$ cat src/rtl/cursor_integrator.sv
`default_nettype none
// +--------------------------------------------------------------------------+
// | cursor_integrator: tilt samples -> bounded cursor position per tick.     |
// | Optional macro CURSOR_WRAP_EN: wrap at screen edges instead of clamping. |
// | Rev 1.0                                                                  |
// +--------------------------------------------------------------------------+
module cursor_integrator #(
    parameter int AXIS_W   = 10,
    parameter int POS_W    = 11,
    parameter int X_MAX    = 639,
    parameter int Y_MAX    = 479,
    parameter int X_INIT   = 320,
    parameter int Y_INIT   = 240,
    parameter int TICK_DIV = 10000000,
    parameter int SHIFT    = 3,
    parameter int DEADZONE = 4
) (
    input  logic              CLK,
    input  logic              RST,
    input  logic [AXIS_W-1:0] x_axis,
    input  logic [AXIS_W-1:0] y_axis,
    input  logic              sample_valid,
    input  logic              hold,
    output logic [POS_W-1:0]  x_pos,
    output logic [POS_W-1:0]  y_pos,
    output logic              moved,
    output logic [3:0]        at_edge
);

    localparam int CNT_W = $clog2(TICK_DIV);

    localparam logic [CNT_W-1:0]  c_TICK_LAST = CNT_W'(TICK_DIV - 1);
    localparam logic [AXIS_W-2:0] c_DZ        = (AXIS_W-1)'(DEADZONE);
    localparam logic [POS_W-1:0]  c_X_MAX     = POS_W'(X_MAX);
    localparam logic [POS_W-1:0]  c_Y_MAX     = POS_W'(Y_MAX);
    localparam logic [POS_W-1:0]  c_X_INIT    = POS_W'(X_INIT);
    localparam logic [POS_W-1:0]  c_Y_INIT    = POS_W'(Y_INIT);

    typedef enum logic [1:0] {
        S_WAIT  = 2'd0,
        S_SCALE = 2'd1,
        S_APPLY = 2'd2
    } state_t;

    state_t state_q, state_d;

    logic [CNT_W-1:0]  cnt_q;
    logic              tick;
    logic              has_sample_q;
    logic [AXIS_W-1:0] hold_x_q, hold_y_q;
    logic [AXIS_W-1:0] snap_x_q, snap_y_q;
    logic [AXIS_W-2:0] step_x_q, step_y_q;
    logic              neg_x_q, neg_y_q;
    logic [POS_W-1:0]  x_pos_q, y_pos_q;
    logic [POS_W-1:0]  x_new, y_new;
    logic              moved_q;
    logic [3:0]        at_edge_q;
    logic              start_update;

    function automatic logic [AXIS_W-2:0] step_of(input logic [AXIS_W-1:0] s);
        logic [AXIS_W-1:0] mag_full;
        logic [AXIS_W-2:0] mag;
        mag_full = s[AXIS_W-1] ? -s : s;
        // Only the most negative sample still has its MSB set after negation.
        mag = mag_full[AXIS_W-1] ? {(AXIS_W-1){1'b1}} : mag_full[AXIS_W-2:0];
        if (mag <= c_DZ) begin
            return '0;
        end
        return mag >> SHIFT;
    endfunction

    function automatic logic [POS_W-1:0] apply_step(
        input logic [POS_W-1:0]  pos,
        input logic [AXIS_W-2:0] step,
        input logic              neg,
        input logic [POS_W-1:0]  max
    );
        logic signed [POS_W:0] p, st, lim, n;
`ifdef CURSOR_WRAP_EN
        logic signed [POS_W:0] one;
        one = (POS_W+1)'(1);
`endif
        p   = $signed({1'b0, pos});
        st  = $signed((POS_W+1)'(step));
        lim = $signed({1'b0, max});
        n   = neg ? (p - st) : (p + st);
`ifdef CURSOR_WRAP_EN
        if (n[POS_W]) begin
            n = n + lim + one;
        end else if (n > lim) begin
            n = n - lim - one;
        end
`else
        if (n[POS_W]) begin
            n = '0;
        end else if (n > lim) begin
            n = lim;
        end
`endif
        return n[POS_W-1:0];
    endfunction

    function automatic logic [3:0] edges_of(input logic [POS_W-1:0] x, input logic [POS_W-1:0] y);
        return {x == '0, x == c_X_MAX, y == '0, y == c_Y_MAX};
    endfunction

    assign tick         = (cnt_q == c_TICK_LAST);
    assign start_update = tick && has_sample_q && !hold;
    assign x_new        = apply_step(x_pos_q, step_x_q, neg_x_q, c_X_MAX);
    assign y_new        = apply_step(y_pos_q, step_y_q, neg_y_q, c_Y_MAX);

    always_ff @(posedge CLK) begin
        if (RST) begin
            state_q <= S_WAIT;
        end else begin
            state_q <= state_d;
        end
    end

    always_comb begin
        state_d = state_q;
        case (state_q)
            S_WAIT:  if (start_update) state_d = S_SCALE;
            S_SCALE: state_d = S_APPLY;
            S_APPLY: state_d = S_WAIT;
            default: state_d = S_WAIT;
        endcase
    end

    always_ff @(posedge CLK) begin
        if (RST) begin
            cnt_q        <= '0;
            has_sample_q <= 1'b0;
            hold_x_q     <= '0;
            hold_y_q     <= '0;
            snap_x_q     <= '0;
            snap_y_q     <= '0;
            step_x_q     <= '0;
            step_y_q     <= '0;
            neg_x_q      <= 1'b0;
            neg_y_q      <= 1'b0;
            x_pos_q      <= c_X_INIT;
            y_pos_q      <= c_Y_INIT;
            moved_q      <= 1'b0;
            at_edge_q    <= edges_of(c_X_INIT, c_Y_INIT);
        end else begin
            cnt_q   <= tick ? '0 : cnt_q + 1'b1;
            moved_q <= 1'b0;
            if (sample_valid) begin
                hold_x_q     <= x_axis;
                hold_y_q     <= y_axis;
                has_sample_q <= 1'b1;
            end
            // The snapshot isolates the in-flight update from later captures.
            if (state_q == S_WAIT && start_update) begin
                snap_x_q <= hold_x_q;
                snap_y_q <= hold_y_q;
            end
            if (state_q == S_SCALE) begin
                step_x_q <= step_of(snap_x_q);
                step_y_q <= step_of(snap_y_q);
                neg_x_q  <= snap_x_q[AXIS_W-1];
                neg_y_q  <= snap_y_q[AXIS_W-1];
            end
            if (state_q == S_APPLY) begin
                x_pos_q   <= x_new;
                y_pos_q   <= y_new;
                at_edge_q <= edges_of(x_new, y_new);
                moved_q   <= (x_new != x_pos_q) || (y_new != y_pos_q);
            end
        end
    end

    assign x_pos   = x_pos_q;
    assign y_pos   = y_pos_q;
    assign moved   = moved_q;
    assign at_edge = at_edge_q;

endmodule
`default_nettype wire

$ cat config.mk
export PLATFORM = sky130hd
export DESIGN_NAME = cursor_integrator
export DESIGN_NICKNAME = d
export VERILOG_FILES = /design/src/rtl/cursor_integrator.sv
export SDC_FILE = /design/constraint.sdc
export NUM_CORES = 1
export LEC_CHECK = 0
export ABC_AREA = 0
export BUFFER_PORTS_ARGS = -buffer_cell sky130_fd_sc_hd__buf_2
export CAP_MARGIN = 20
export CORE_UTILIZATION = 55
export CTS_CLUSTER_SIZE = 30
export DETAILED_ROUTE_END_ITERATION = 7
export HOLD_SLACK_MARGIN = 0.02
export MAX_ROUTING_LAYER = met4
export PLACE_DENSITY_LB_ADDON = 0.05
export SLEW_MARGIN = 10
export SYNTH_ARGS = -nofsm -noshare
export SYNTH_HDL_FRONTEND = slang
export SYNTH_SLANG_ARGS = --single-unit
$ cat constraint.sdc
create_clock -name CLK -period 4.2 [get_ports CLK]
set_input_delay 0.21 -clock CLK [delete_from_list [all_inputs] [get_ports CLK]]
set_output_delay 0.21 -clock CLK [all_outputs]
set_load 0.01 [all_outputs]
==> reports/results.txt <==
Top Ports = 51
failing checks = DRC
clock buffer depth = 2
DRT antenna net count = 0
Most used DFF post-synth = dfxtp_1
Data arrival, critical path = 4100 ps
post-layout net count = 900
area of the core = 11600 um2
synthesized instance count = 821
clock skew = 10.4 ps
RSZ-0062 raised after global routing = false
root buffer cell = clkbuf_16
period utilisation layout = 93.0%
Slowest-stage cell, CP = o41ai_1
synth unique cells = 81
DIE AREA = 12500 um2
commonest cells after routing, fill and taps aside = nor2_1 (130), dfxtp_1 (108), nand2_1 (70)
GRT Util Overall = 25.5%
first-pass GRT wire length = 25200 um
final setup fails = 0
# H-tree levels = 3
Pins Over Slew Limit = 0
vias in the first global route = 5331
crit-path cells = inv_1, ha_1, mux2_2, inv_1, ha_1, nor2b_1, o31a_1, o41ai_1, xnor2_1, nand4bb_1, and2_0, a21oi_1, a31oi_1, a2111oi_2, a311oi_1
YS warnings = 0
CTS tree = built
top fanout value on the critical path = 6
Max Cap Violations = 0
buffers plus inverters on the worst setup path = 2
Final min period = 3900 ps
Max VDD drop = 279 uV
via count = 5847
syn_area_per_cell = 8.06 um2
DRC Markers = 5
WL final = 15200 um
worst min path class = in -> reg
count of final hold-check violations = 0
Crit path max-delay family = compound AO/OA/AOI/OAI gates
Hold WS = 91.8 ps
HPWL Detailed = 11400 um
aggregate global routing overflow = 0
leakage power = 2.92 nW
f_max = 256 MHz
Setup CP Type = reg -> reg
clock latency on the worst-skew pair = 360 ps
max_slew headroom = 42.7%
worst endpoint required time = 4390 ps
wire length per cell = 15.3 um
Rows = 39
post-synthesis cell area = 6620 um2
Seq cells post-synth = 108
R2R cell count = 15
ys async rst share = 0%
number of vias per cell = 5.88
initial DRC count = 328
Worst Hold Depth = 3
most common cell after layout, fill and taps aside = nor2_1
CP Launch Type = flip-flop
IO buf count = 50
first-pass detailed-route iteration total = 7
Tightest Pin Transition = 859 ps
Largest stage delay, worst path = 390 ps
hold buffers post-CTS = 0
Die W = 112 um
CTS-repair resized insts = 0
clk sink count = 108
GPL Wtd Cong = 0.950
clock buffer count from CTS = 9
EDFF count, synth = 0
critical path endpoint category = flip-flop
clk slew on worst S/H paths = 70 ps
diode count = 0
Die H = 112 um
PwrDens = 278 nW/um2
Initial Util = 57.2%
initial antenna violation count = 0
Post-CTS Setup Repair Bufs = 0
setup_tns = 0 ps
syn_nets = 874
largest net degree at the start of global routing = 51
register area share after synthesis = 32.7%
Area growth syn-to-layout = 9.70%
layout cell share with drive strength beyond 1 = 11.5%
status = finished, violations left
CP Depth = 15
## power breakdown
group,leakage [nW],switching [W],internal [W],total (W)
Combinational,1.89,0.0000330,0.0000235,0.0000565
Clock,0.152,0.000387,0.000527,0.000914
Sequential,0.875,0.00000936,0.00104,0.00105
Total,2.92,0.000429,0.00159,0.00202
## worst min-delay path, delay by kind of cell
kind / cells / cell delay (ps)
buffers and inverters: 1 / 70
multiplexers: 1 / 50
AND/OR/NAND/NOR: 1 / 70
## state kept, by name, indices dropped and copies added (netlist names), 2 cells and up
register	flops
at_edge	4
cnt_q	24
hold_x_q	10
hold_y_q	10
snap_x_q	10
snap_y_q	10
state_q	2
step_x_q	6
step_y_q	6
x_pos	11
y_pos	11
## per-layer routing
layer / share of wire, % / global-route usage (%)
met1: 48 / 32.3
met2: 47 / 41.0
met3: 3.3 / 3.59
met4: 1.9 / 9.91
met5: 0 / -
## cell type report
cell class	instances	area (um2)
clock buffers	9	225
clock inverters	6	97.6
fillers	1032	4310
inverters	30	113
multi-input cells	641	4170
flip-flops and latches	108	2160
well taps	143	179
repair buffers	57	310
## logic make-up (layout without fill, tap and decap cells)
group | count (synthesis) | count (layout) | share of synthesized area, %
xor gates and xnor gates | 53 | 53 | 7.02
buffers and inverters | 72 | 102 | 4.27
AOI/OAI and AO/OA | 181 | 181 | 19.2
adders and majority gates | 29 | 29 | 5.71
and+or+nand+nor | 332 | 332 | 24.1
muxes | 46 | 46 | 7.02
DFF | 108 | 108 | 32.7
## worst paths after layout
check | start | endpoint | slack, ps
worst min register to register | cnt_q[0] | cnt_q[0] | 440
worst max register to register | step_y_q[0] | moved | 300
worst min-delay path | x_axis[0] | hold_x_q[0] | 90
worst max-delay path | step_y_q[0] | moved | 300
## synthesized netlist by cell type (6+ instances only)
cell	instances	area (um2)
nand3_1	22	110
a211oi_1	8	60.1
o31ai_1	9	67.6
buf_1	8	30.0
a31o_2	7	61.3
xor2_1	28	245
nor2_1	130	488
clkbuf_1	29	109
o21ai_0	25	125
a22oi_1	7	52.6
nand4_1	10	62.6
a21oi_1	53	265
nand3b_1	6	45.0
inv_1	30	113
nand2b_1	10	62.6
mux2i_1	43	430
nor2b_1	9	56.3
nor3_1	20	100
a31oi_1	11	68.8
ha_1	27	338
and2_1	9	56.3
nand2_1	70	263
nor4_1	8	50.1
dfxtp_1	108	2160
xnor2_1	25	219
and3_1	10	62.6
or3_1	6	37.5
## through the flow
step           cells  setup WS (ps)  area [um2]  util, %  power [W]
2_1_floorplan    821            696        6620        -    0.00111
3_3_place_gp     978            445        6920     59.8    0.00112
3_5_place_dp     978            338        6920     59.8    0.00113
4_1_cts          993            308        7240     62.6    0.00204
5_1_grt          994           71.5        7260     62.8    0.00208
6_report         994            295        7260     62.8    0.00202
No activity file was read; power rests on OpenSTA's default activity.
